### config.mk
export PLATFORM = sky130hd
export DESIGN_NAME = alu_resolve_wb
export DESIGN_NICKNAME = d
export VERILOG_FILES = /design/src/rtl/alu_resolve_wb_pkg.sv /design/src/rtl/alu_resolve_wb_fifo.sv /design/src/rtl/alu_resolve_wb.sv
export SDC_FILE = /design/constraint.sdc
export NUM_CORES = 1
export LEC_CHECK = 0
export BUFFER_PORTS_ARGS = -buffer_cell sky130_fd_sc_hd__buf_2
export CAP_MARGIN = 40
export CORE_ASPECT_RATIO = 0.5
export CORE_UTILIZATION = 58
export DETAILED_ROUTE_END_ITERATION = 16
export PLACE_DENSITY = 0.88
export SLEW_MARGIN = 20
export SYNTH_ARGS = -nofsm -noshare
export SYNTH_HDL_FRONTEND = slang
export SYNTH_SLANG_ARGS = --single-unit
### constraint.sdc
create_clock -name clk -period 3.4 [get_ports clk]
set_input_delay 0.51 -clock clk [delete_from_list [all_inputs] [get_ports clk]]
set_output_delay 0.51 -clock clk [all_outputs]
set_load 0.01 [all_outputs]
### src/rtl/alu_resolve_wb_pkg.sv
// Shared widths and writeback entry layout for the ALU resolve/writeback stage.
package alu_resolve_wb_pkg;

  localparam int XLEN                 = 64;
  localparam int VIRTUAL_ADDR_LEN     = 39;
  localparam int PHY_REG_ADDR_WIDTH   = 6;
  localparam int ROB_INDEX_WIDTH      = 6;
  localparam int EXCEPTION_CODE_WIDTH = 4;

  typedef struct packed {
    logic [PHY_REG_ADDR_WIDTH-1:0]   rd;
    logic [ROB_INDEX_WIDTH-1:0]      rob;
    logic [XLEN-1:0]                 data;
    logic                            we;
    logic                            exc;
    logic [EXCEPTION_CODE_WIDTH-1:0] ecause;
  } wb_entry_t;

  localparam int WB_ENTRY_W = $bits(wb_entry_t);

  function automatic logic [VIRTUAL_ADDR_LEN-1:0] seq_pc(input logic [VIRTUAL_ADDR_LEN-1:0] pc);
    return pc + VIRTUAL_ADDR_LEN'(4);
  endfunction

endpackage

### src/rtl/alu_resolve_wb_fifo.sv
// Two-entry skid FIFO with valid/ready output; head entry drives the consumer directly.
module wb_skid_fifo #(
  parameter int W = 8
) (
  input  logic         clk,
  input  logic         rstn,
  input  logic         flush,
  input  logic         push,
  input  logic [W-1:0] push_data,
  output logic         full,
  output logic         valid,
  input  logic         ready,
  output logic [W-1:0] head_data
);

  logic [W-1:0] mem_reg [2];
  logic         wptr_reg;
  logic         rptr_reg;
  logic [1:0]   count_reg;
  logic         do_push;
  logic         pop;

  assign valid     = (count_reg != 2'd0);
  assign full      = (count_reg == 2'd2);
  assign pop       = valid & ready;
  assign do_push   = push & ~full;
  assign head_data = mem_reg[rptr_reg];

  // Flush only rewinds pointers; stale slot contents are never visible because valid drops.
  always_ff @(posedge clk or negedge rstn) begin
    if (!rstn) begin
      wptr_reg   <= 1'b0;
      rptr_reg   <= 1'b0;
      count_reg  <= 2'd0;
      mem_reg[0] <= '0;
      mem_reg[1] <= '0;
    end else if (flush) begin
      wptr_reg  <= 1'b0;
      rptr_reg  <= 1'b0;
      count_reg <= 2'd0;
    end else begin
      if (do_push) begin
        mem_reg[wptr_reg] <= push_data;
        wptr_reg          <= ~wptr_reg;
      end
      if (pop) rptr_reg <= ~rptr_reg;
      count_reg <= count_reg + {1'b0, do_push} - {1'b0, pop};
    end
  end

endmodule

### src/rtl/alu_resolve_wb.sv
// Resolves branch/jump outcome of the registered ALU result, pulses redirect and
// predictor training, and queues the writeback toward the shared WB/ROB port.
module alu_resolve_wb
  import alu_resolve_wb_pkg::*;
(
  input  logic                            clk,
  input  logic                            rstn,
  input  logic                            flush,
  input  logic                            done_i,
  input  logic [PHY_REG_ADDR_WIDTH-1:0]   rd_addr_i,
  input  logic [ROB_INDEX_WIDTH-1:0]      rob_index_i,
  input  logic [XLEN-1:0]                 alu_result_i,
  input  logic                            cmp_result_i,
  input  logic                            jump_i,
  input  logic                            branch_i,
  input  logic [VIRTUAL_ADDR_LEN-1:0]     pc_i,
  input  logic [VIRTUAL_ADDR_LEN-1:0]     next_pc_i,
  input  logic                            exception_valid_i,
  input  logic [EXCEPTION_CODE_WIDTH-1:0] ecause_i,
  output logic                            stall_o,
  output logic                            wb_valid_o,
  input  logic                            wb_ready_i,
  output logic [PHY_REG_ADDR_WIDTH-1:0]   wb_rd_addr_o,
  output logic [ROB_INDEX_WIDTH-1:0]      wb_rob_index_o,
  output logic [XLEN-1:0]                 wb_data_o,
  output logic                            wb_we_o,
  output logic                            wb_exception_o,
  output logic [EXCEPTION_CODE_WIDTH-1:0] wb_ecause_o,
  output logic                            redirect_o,
  output logic [VIRTUAL_ADDR_LEN-1:0]     redirect_pc_o,
  output logic                            bp_update_o,
  output logic [VIRTUAL_ADDR_LEN-1:0]     bp_pc_o,
  output logic                            bp_taken_o,
  output logic [VIRTUAL_ADDR_LEN-1:0]     bp_target_o,
  output logic                            bp_is_jump_o
);

  logic                        is_ctrl;
  logic                        taken;
  logic                        mispredict;
  logic                        live;
  logic [VIRTUAL_ADDR_LEN-1:0] fall_pc;
  logic [VIRTUAL_ADDR_LEN-1:0] target_pc;
  logic [VIRTUAL_ADDR_LEN-1:0] actual_pc;
  logic                        fifo_full;
  wb_entry_t                   in_entry;
  wb_entry_t                   head_entry;

  logic                        redirect_reg;
  logic [VIRTUAL_ADDR_LEN-1:0] redirect_pc_reg;
  logic                        bp_update_reg;
  logic [VIRTUAL_ADDR_LEN-1:0] bp_pc_reg;
  logic                        bp_taken_reg;
  logic [VIRTUAL_ADDR_LEN-1:0] bp_target_reg;
  logic                        bp_is_jump_reg;

  assign live       = done_i & ~flush;
  assign is_ctrl    = jump_i | branch_i;
  assign taken      = jump_i | (branch_i & cmp_result_i);
  assign fall_pc    = seq_pc(pc_i);
  assign target_pc  = alu_result_i[VIRTUAL_ADDR_LEN-1:0];
  assign actual_pc  = taken ? target_pc : fall_pc;
  assign mispredict = is_ctrl & ~exception_valid_i & (actual_pc != next_pc_i);

  always_comb begin
    in_entry        = '0;
    in_entry.rd     = rd_addr_i;
    in_entry.rob    = rob_index_i;
    in_entry.data   = jump_i ? {{(XLEN-VIRTUAL_ADDR_LEN){1'b0}}, fall_pc} : alu_result_i;
    in_entry.we     = ~branch_i & ~exception_valid_i;
    in_entry.exc    = exception_valid_i;
    in_entry.ecause = exception_valid_i ? ecause_i : '0;
  end

  wb_skid_fifo #(.W(WB_ENTRY_W)) u_fifo (
    .clk       (clk),
    .rstn      (rstn),
    .flush     (flush),
    .push      (live),
    .push_data (in_entry),
    .full      (fifo_full),
    .valid     (wb_valid_o),
    .ready     (wb_ready_i),
    .head_data (head_entry)
  );

  assign stall_o        = fifo_full;
  assign wb_rd_addr_o   = head_entry.rd;
  assign wb_rob_index_o = head_entry.rob;
  assign wb_data_o      = head_entry.data;
  assign wb_we_o        = head_entry.we;
  assign wb_exception_o = head_entry.exc;
  assign wb_ecause_o    = head_entry.ecause;

  // Resolution happens at enqueue time, so these pulses ignore writeback back-pressure.
  always_ff @(posedge clk or negedge rstn) begin
    if (!rstn) begin
      redirect_reg    <= 1'b0;
      redirect_pc_reg <= '0;
      bp_update_reg   <= 1'b0;
      bp_pc_reg       <= '0;
      bp_taken_reg    <= 1'b0;
      bp_target_reg   <= '0;
      bp_is_jump_reg  <= 1'b0;
    end else begin
      redirect_reg  <= live & mispredict;
      bp_update_reg <= live & is_ctrl;
      if (live) begin
        redirect_pc_reg <= actual_pc;
        bp_pc_reg       <= pc_i;
        bp_taken_reg    <= taken;
        bp_target_reg   <= target_pc;
        bp_is_jump_reg  <= jump_i;
      end
    end
  end

  assign redirect_o    = redirect_reg;
  assign redirect_pc_o = redirect_pc_reg;
  assign bp_update_o   = bp_update_reg;
  assign bp_pc_o       = bp_pc_reg;
  assign bp_taken_o    = bp_taken_reg;
  assign bp_target_o   = bp_target_reg;
  assign bp_is_jump_o  = bp_is_jump_reg;

  // The ALU must honour stall_o; a result offered while full would be lost.
  a_no_push_when_full: assert property (@(posedge clk) disable iff (!rstn)
    !(done_i && !flush && stall_o));

endmodule

Yosys cells after proc, flatten, opt, wreduce, memory -nomap -nowiden:

Index checks and enable logic that the tools add are counted.

* register bits after elaboration: 289
* input port bits: 167
* output and inout bits: 205
* word-level logic and storage cells: 58

* add/sub/neg operators: 3
* order comparisons: 3
* equality and inequality tests: 2
* multiplexer cells: 14
* bitwise logic cells: 19
* reductions and logical operators: 5

Operators by type and width (number)
* $mux 82: 4
* $bwmux 164: 1
* $demux 82 s1: 1
* $mux 64: 1
* $add 39x3->39 const B: 1
* $mux 39: 1
* $ne 39x39->1: 1
* $and 1x1->1: 9
* $not 1->1: 6
* $reduce_bool 2->1: 3
* $ge 2x2->1 const B: 2
* $mux 1: 4
* $mux 4: 1
* $not 1->2: 2
* $add 2x1->2: 1
* $eq 2x2->1 const B: 1
* $lt 2x1->1 const B: 1
* $mux 2: 1
* $or 1x1->1: 2
* $reduce_and 2->1: 1
* $sub 2x1->2: 1
* $logic_and 1x1->1: 1

Logic depth before layout (Yosys ltp):

Gate-level depths: netlist (run 1).

* word-level depth: 6
* mapped depth: 11
* mapped depth without buffers: 10

Hierarchy:

From an unflattened synthesis (run 1), not the netlist that was laid out.

* cells, all modules: 1434
* area total of the unflattened synthesis: 15373.5 sq um

Modules (own cells, without submodules)
* wb_skid_fifo: instances 1, cells an instance 461, area an instance 7747.4 sq um, sequential area each 4204.0 sq um
* alu_resolve_wb: instances 1, cells an instance 973, area an instance 7626.1 sq um, sequential area each 3027.9 sq um

Worst setup path after synthesis (run 1):

Ideal clock, no wire load.

* path type: input-to-reg
* from: input port pc_i[19]
* to: register redirect_reg, in the netlist redirect_o
* setup time: 0.131 ns
* arrival time: 2.843 ns
* required time: 3.269 ns
* setup slack: 0.426 ns
* cell stages on the path: 11
* path buffers: 2
* path through: clkbuf_1 -> nand3_1 -> or4_1 -> clkbuf_1 -> nor4_1 -> xnor2_1 -> a211oi_1 -> a2111oi_0 -> nand4_1 -> nor4_1 -> a21oi_1

* cells in the longest elaborated chain, start to end: 5

RTL lines
* start: declaration: line alu_resolve_wb.sv:16 `input logic [VIRTUAL_ADDR_LEN-1:0] pc_i,`
* $add 39x3->39: line alu_resolve_wb_pkg.sv:22 `return pc + VIRTUAL_ADDR_LEN'(4);`
* $mux 39: line alu_resolve_wb.sv:62 `assign actual_pc = taken ? target_pc : fall_pc;`
* $ne 39x39->1: line alu_resolve_wb.sv:63 `assign mispredict = is_ctrl & ~exception_valid_i & (actual_pc != next_pc_i);`
* $and 1x1->1: line alu_resolve_wb.sv:63
* $and 1x1->1: line alu_resolve_wb.sv:106 `redirect_reg <= live & mispredict;`
* end signal: assignment: line alu_resolve_wb.sv:106
* end: declaration: line alu_resolve_wb.sv:49 `logic redirect_reg;`

Every way passes these cells.
A chain may end at the register's enable or synchronous reset.

Worst setup path in the final report (run 1):

* from: register u_fifo.rptr_reg
* to: output port wb_data_o[17]

* cells in the longest elaborated chain, start to end: 4

RTL lines
* start: declaration: line alu_resolve_wb_fifo.sv:18 `logic rptr_reg;`
* start signal: assignment: line alu_resolve_wb_fifo.sv:46 `if (pop) rptr_reg <= ~rptr_reg;`
* $not 1->2 (implied by the code): line alu_resolve_wb_fifo.sv:27 `assign head_data = mem_reg[rptr_reg];`
* $mux 82 (implied by the code) (3 in a row): line alu_resolve_wb_fifo.sv:27
* end: declaration: line alu_resolve_wb.sv:25 `output logic [XLEN-1:0] wb_data_o,`

Every way passes these cells. The select of a mux whose other input is x is not followed.

==> load_flow_metrics.sql, run 1 <==
INSERT INTO impl_metrics (metric_group, metric, value, unit) VALUES
('run_status', 'status', 'finished, final reports clean', ''),
('logic_synthesis', 'area_fraction_in_and_or_nand_and_nor_cells_after_synthesis', '11.60', '%'),
('power_and_ir_drop', 'power_density', '693.6', 'nW/µm²'),
('cells_and_area', 'flip_flop_count_of_the_largest_register_all_copies_and_words_added', '164', ''),
('logic_synthesis', 'postSynthNetCount', '1549', ''),
('global_routing', 'global_route_wire_length_before_repair', '72.33', 'mm'),
('job', 'max_cap_violations', '0', ''),
('timing', 'rsz0062_at_grt', 'false', ''),
('timing', 'finalSetupViolCount', '0', ''),
('clock_network', 'clock_sinks', '289', ''),
('global_routing', 'antenna_violations_before_repair', '11', ''),
('placed_design', 'detailedPlace.worstSlack', '0.1349', 'ns'),
('routing', 'via_count', '12610', ''),
('setup_path', 'crit_path_category', 'flip-flop to output port', ''),
('cells_and_area', 'finish.instance_area', '17820', 'µm²'),
('routing', 'detail_route.wirelength', '48.03', 'mm'),
('logic_synthesis', 'synth-warning-count', '0', ''),
('global_routing', 'grt_overflow', '0', ''),
('logic_synthesis', 'synth_cells', '1379', ''),
('routing', 'drt.antenna.violating_nets', '0', ''),
('timing', 'finalMaxSlewViolations', '0', ''),
('die', 'design.core.area', '24320', 'µm²'),
('timing', 'final.setup_skew', '0.01684', 'ns'),
('routing', 'drt-pass1-iter-count', '5', ''),
('timing', 'setup_total_negative_slack', '0', 'ns'),
('timing', 'final_min_period_over_clock_period', '82.26', '%'),
('setup_path', 'regToRegSetupSlack', '1.11', 'ns'),
('die', 'initial_utilization', '59.90', '%'),
('die', 'std_cell_rows', '40', ''),
('worst_hold_path', 'hold_path_depth', '2', ''),
('logic_synthesis', 'post_synth_xor_area_fraction', '4.543', '%'),
('clock_network', 'cts_max_path_buffers', '3', ''),
('clock_network', 'tritoncts', 'done', ''),
('worst_hold_path', 'hold_path.class', 'primary input to flip-flop', ''),
('logic_synthesis', 'count_of_flip_flops_with_a_built_in_enable_after_synthesis', '0', ''),
('global_routing', 'grt_usage', '37.25', '%'),
('logic_synthesis', 'netlist_top_cells_count', 'dfrtp_1 (289), mux2_2 (235), nand2_1 (146), o21ai_0 (118), nor2_1 (87)', ''),
('logic_synthesis', 'synth_async_sr_flop_share', '100.0', '%'),
('setup_path', 'worst_path_largest_cell_delay', '0.79', 'ns'),
('logic_synthesis', 'yosys.area.top_type', 'dfrtp_1', ''),
('power_and_ir_drop', 'static-leakage-power', '8.380', 'nW'),
('timing', 'hold_violations', '0', ''),
('logic_synthesis', 'synth_top_family_by_area', 'multiplexers', ''),
('routing', 'initialDrtViolationCount', '1299', ''),
('clock_network', 'numCtsBuffers', '26', ''),
('timing', 'relSlewSlack', '44.61', '%'),
('global_routing', 'first_global_vias', '12440', ''),
('placed_design', 'post_dp_cell_area', '16900', 'µm²'),
('clock_network', 'cts_h_tree_depth', '1', ''),
('logic_synthesis', 'synth.mux.area_fraction', '18.71', '%'),
('logic_synthesis', 'synth_top_cell_area_share', '49.64', '%'),
('logic_synthesis', 'synth-compound-area-share', '11.95', '%'),
('timing', 'layout_setup_ws', '0.6030', 'ns'),
('setup_path', 'critPathMaxFanout', '45', ''),
('clock_network', 'post_cts_buffers', '0', ''),
('routing', 'post_drt_via_cell_ratio', '6.035', ''),
('die', 'floorplan.die_area', '25800', 'µm²'),
('placed_design', 'globalplace.congestion', '1.061', ''),
('die', 'die_h', '114.1', 'µm'),
('routing', 'routed_wire_length_per_instance', '22.99', 'µm'),
('logic_synthesis', 'adder_cell_area_share_of_the_yosys_netlist', '0.2576', '%'),
('clock_network', 'clock_insertion_delay_worst_skew', '0.56', 'ns'),
('logic_synthesis', 'synth_top_flop_cell', 'dfrtp_1', ''),
('logic_synthesis', 'syn_area', '14570', 'µm²'),
('die', 'pin_count', '372', ''),
('power_and_ir_drop', 'maximum_vdd_ir_drop', '414.6', 'µV'),
('timing', 'maxClockFrequency', '357.5', 'MHz'),
('timing', 'timing.final.crit_period', '2.797', 'ns'),
('setup_path', 'worst_ep_arrival_time', '2.29', 'ns'),
('setup_path', 'cp.required', '2.89', 'ns'),
('setup_path', 'cp-start-kind', 'flip-flop', '');
## final timing paths
| check | startpoint | end |
|---|---|---|
| worst max-delay path | u_fifo.rptr_reg | wb_data_o[17] |
| worst min-delay path | flush | u_fifo.rptr_reg |
| worst max register to register | u_fifo.count_reg[0] | u_fifo.mem_reg[33] |
| worst min register to register | u_fifo.mem_reg[65] | u_fifo.mem_reg[65] |
| max in group asynchronous | rstn | u_fifo.rptr_reg |
| min in group asynchronous | rstn | bp_pc_o[23] |
## cells by family after synthesis
kind of cell / Yosys count
AOI/OAI and AO/OA: 285
xor gates and xnor gates: 74
adders and majority gates: 3
buffers and inverters: 126
DFF: 289
muxes: 243
and+or+nand+nor: 359
## cell usage in the layout, fill, tap and decap left out, types with 4 or more instances in the layout
master / count
nor4_1: 15
xnor2_1: 44
buf_2: 369
dfrtp_1: 288
and3_1: 10
o22ai_1: 9
a21o_1: 25
and2_1: 4
and4_1: 4
a222oi_1: 4
xor2_1: 29
nor3_1: 6
diode_2: 12
nand2_1: 145
nor2b_1: 7
clkinv_2: 8
nand2b_1: 27
a31oi_1: 6
nor2_1: 87
a211oi_1: 37
mux2_2: 235
a21oi_1: 51
clkbuf_16: 26
nand4_1: 11
buf_4: 32
buf_12: 7
mux2i_1: 8
o21ai_0: 118
nand3_1: 22
o31ai_1: 4
inv_1: 30
## critical path: cells and delay by family (launching register included)
family | cells | cell delay (ns)
flip-flops | 1 | 0.79
buffers and inverters | 2 | 0.49
multiplexers | 1 | 0.39
## routing by layer
layer	vias up	track usage (%)	share of wire, %
met5	-	0	0.025
met4	2	21.62	6.1
met3	194	7.801	9.0
met2	693	57.89	45
met1	6149	49.01	39
li1	5569	-	-
## what timing repair did
action,4_1_cts,5_1_grt
resized for setup,0,0
hold buffers,1,0
hold endpoints to repair,23,0
## metrics by stage
stage | total power [mW] | hold slack (ns) | utilization, %
2_1_floorplan | 7.575 | 0.2144 | -
3_3_place_gp | 9.138 | 0.4543 | 69.48
3_5_place_dp | 9.333 | 0.4613 | 69.48
4_1_cts | 12.34 | 0.1541 | 73.02
5_1_grt | 12.98 | 0.1720 | 73.24
6_report | 12.36 | 0.1810 | 73.26
## power by group
group,internal (mW),switching (mW),total [mW]
logic,2.03,2.12,4.16
clock network,1.64,1.35,2.99
registers,4.57,0.644,5.21
total,8.24,4.12,12.4
## area by class of cell
class | count | area (µm²)
flip-flops and latches | 289 | 7236
multi-input cells | 964 | 6888
fillers | 1762 | 6504
repair buffers | 411 | 2280
clock buffers | 32 | 703.2
well taps | 336 | 420.4
clock inverters | 15 | 150.1
inverters | 30 | 112.6
diodes | 12 | 30.03
Note: power is estimated with default switching activity, not from simulation.
==> run 2, diff against run 1 <==
--- a/config.mk
+++ b/config.mk
@@ -8,9 +8,9 @@
 export BUFFER_PORTS_ARGS = -buffer_cell sky130_fd_sc_hd__buf_2
 export CAP_MARGIN = 40
 export CORE_ASPECT_RATIO = 0.5
-export CORE_UTILIZATION = 58
+export CORE_UTILIZATION = 49
 export DETAILED_ROUTE_END_ITERATION = 16
-export PLACE_DENSITY = 0.88
+export PLACE_DENSITY = 0.8
 export SLEW_MARGIN = 20
 export SYNTH_ARGS = -nofsm -noshare
 export SYNTH_HDL_FRONTEND = slang
==> constraint.sdc (replaced) <==
create_clock -name clk -period 2.5 [get_ports clk]
set_input_delay 0.375 -clock clk [delete_from_list [all_inputs] [get_ports clk]]
set_output_delay 0.375 -clock clk [all_outputs]
set_load 0.01 [all_outputs]
==> load_flow_metrics.sql, run 2 (synthesis results as in run 1) <==
INSERT INTO impl_metrics (metric_group, metric, value, unit) VALUES
('run_status', 'status', 'finished, final reports clean', ''),
('cells_and_area', 'final_common_cell', 'buf_2', ''),
('die', 'initial_utilization', '50.03', '%'),
('setup_path', 'worst-r2r-cell-count', '5', ''),
('global_routing', 'grt_max_degree', '179', ''),
('cells_and_area', 'fillers', '2302', ''),
('timing', 'finalMaxSlewViolations', '0', ''),
('global_routing', 'antenna_violations_before_repair', '12', ''),
('power_and_ir_drop', 'static-leakage-power', '9.006', 'nW'),
('cells_and_area', 'mostFrequentLayoutCells', 'buf_2 (369), dfrtp_1 (288), mux2_2 (235), buf_4 (153), nand2_1 (144)', ''),
('clock_network', 'clock_insertion_delay_worst_skew', '0.57', 'ns'),
('routing', 'initialDrtViolationCount', '996', ''),
('worst_hold_path', 'hold_path_depth', '2', ''),
('power_and_ir_drop', 'maximum_vdd_ir_drop', '546.7', 'µV'),
('global_routing', 'grt_usage', '30.94', '%'),
('routing', 'routed_wire_length_per_instance', '21.16', 'µm'),
('global_routing', 'met2_track_demand_over_resource', '50.46', '%'),
('setup_path', 'worst_ep_arrival_time', '2.80', 'ns'),
('routing', 'detail_route.wirelength', '47.95', 'mm'),
('setup_path', 'crit_path_end_kind', 'flip-flop', ''),
('timing', 'timing.final.crit_period', '2.346', 'ns'),
('cells_and_area', 'layout_area_growth_over_synthesis', '29.90', '%'),
('power_and_ir_drop', 'power_density', '902.4', 'nW/µm²'),
('cells_and_area', 'flip_flop_count_of_the_largest_register_all_copies_and_words_added', '164', ''),
('clock_network', 'post_cts_buffers', '0', ''),
('die', 'die_h', '123.9', 'µm'),
('timing', 'final_min_period_over_clock_period', '93.83', '%'),
('clock_network', 'clkTransAtPathRegs', '0.07', 'ns'),
('timing', 'worst_slew_pin_slew', '0.8691', 'ns'),
('clock_network', 'cts_h_tree_depth', '1', ''),
('setup_path', 'cp-start-kind', 'primary input', ''),
('global_routing', 'busiest_layer', 'met2', ''),
('setup_path', 'critPathMaxFanout', '2', ''),
('timing', 'maxClockFrequency', '426.3', 'MHz'),
('cells_and_area', 'final_layout_size_suffix_gt1_share', '44.61', '%'),
('cells_and_area', 'finalCoreUtilization', '64.98', '%'),
('routing', 'via_count', '12860', ''),
('cells_and_area', 'layout.nets', '2015', ''),
('global_routing', 'grt_overflow', '0', ''),
('cells_and_area', 'multiInputGateArea', '6948', 'µm²'),
('timing', 'rsz0062_at_grt', 'false', ''),
('die', 'design.core.area', '29120', 'µm²'),
('worst_hold_path', 'hold_path.class', 'primary input to flip-flop', ''),
('timing', 'layout_setup_ws', '0.1541', 'ns'),
('global_routing', 'first_global_vias', '12420', ''),
('clock_network', 'tritoncts', 'done', ''),
('timing', 'final.setup_skew', '0.02830', 'ns'),
('job', 'max_cap_violations', '0', ''),
('setup_path', 'cp.required', '2.95', 'ns'),
('timing', 'hold_violations', '0', ''),
('routing', 'post_drt_via_cell_ratio', '5.674', ''),
('cells_and_area', 'seqCellArea', '7236', 'µm²'),
('clock_network', 'clock_sinks', '289', ''),
('global_routing', 'met1_usage', '40.73', '%'),
('clock_network', 'numCtsBuffers', '26', ''),
('global_routing', 'global_route_wire_length_before_repair', '71.51', 'mm'),
('setup_path', 'crit_path_category', 'primary input to flip-flop', ''),
('timing', 'relSlewSlack', '42.06', '%'),
('die', 'std_cell_rows', '44', ''),
('global_routing', 'met3_usage', '4.977', '%'),
('die', 'pin_count', '372', ''),
('placed_design', 'hpwl', '35.37', 'mm'),
('placed_design', 'globalplace.congestion', '1.019', ''),
('routing', 'drt-pass1-iter-count', '6', ''),
('timing', 'finalSetupViolCount', '0', ''),
('routing', 'route.detailed.drc', '0', ''),
('clock_network', 'cts_max_path_buffers', '3', ''),
('clock_network', 'ctsRootBufferMaster', 'clkbuf_16', ''),
('placed_design', 'io_buffers', '371', ''),
('die', 'die_width', '245.9', 'µm'),
('die', 'floorplan.die_area', '30470', 'µm²'),
('placed_design', 'detailedPlace.worstSlack', '-0.4178', 'ns'),
('routing', 'drt.antenna.violating_nets', '0', '');
run 2: cell count changes in the layout (fill, tap and decap cells not counted), moves of 2 or more:
cell	change
buf_12	+3
buf_4	+121
clkbuf_1	+2
clkbuf_8	+6
clkinv_2	-6
clkinvlp_4	-3
nor4_1	-2
nor4_2	+2
run 2: metal layers:
layer  up-vias  wire (µm)
met4         2       2556
li1       5815          -
met5         -         13
met1      6356      19900
met3       147       2997
met2       538      22490
run 2: what timing repair did:
| item | 4_1_cts | 5_1_grt |
|---|---|---|
| endpoints found under the setup margin | 0 | 1 |
| endpoints found under the hold margin | 121 | 0 |
| hold buffers | 1 | 0 |
| resized for setup | 0 | 3 |
run 2: cell type report:
cell class	instances	area share [%]
Clock inverter	6	0.5025
Timing Repair Buffer	534	17.02
Inverter	30	0.5950
Antenna cell	12	0.1587
Tap cell	391	2.585
Sequential cell	289	38.23
Multi-Input combinational cell	964	36.71
Clock buffer	40	4.192
run 2: per-stage QoR:
step	hold slack (ns)	cell area (µm²)	TNS, ns	power, mW	cells
after floorplan	0.07941	14660	-0.1676	10.31	1379
after global placement	0.2159	17980	-1.236	12.62	2207
after detailed placement	0.2181	17980	-1.444	12.86	2207
after CTS	0.01866	18880	0	17.15	2254
after global routing	0.02711	18920	0	18.00	2265
final	0.04937	18920	0	17.08	2266
run 2: power breakdown:
part           switching [mW]  total [mW]  internal (mW)
registers               0.790        7.01           6.22
logic                    2.97        5.86           2.89
clock network            1.82        4.21           2.39
run 2: path summary, 6_finish.rpt:
| path | slack, ns | startpoint | to |
|---|---|---|---|
| worst max-delay path | 0.15 | alu_result_i[27] | redirect_o |
| worst min-delay path | 0.05 | flush | u_fifo.count_reg[0] |
| worst max register to register | 0.44 | u_fifo.count_reg[1] | u_fifo.mem_reg[80] |
| min in group asynchronous | 0.24 | rstn | bp_taken_o |
| max in group asynchronous | 1.36 | rstn | u_fifo.mem_reg[130] |
| worst min register to register | 0.47 | redirect_pc_o[15] | redirect_pc_o[15] |
run 2: critical path, stage by stage:
cell and delay, ns:
buf_2 0.08, inv_1 0.10, a22o_1 0.21, or4_1 0.51, nor4_1 0.35, o221ai_1 0.20, a2111oi_0 0.34, nand4_1 0.21
nor4_1 0.32, a21oi_1 0.10
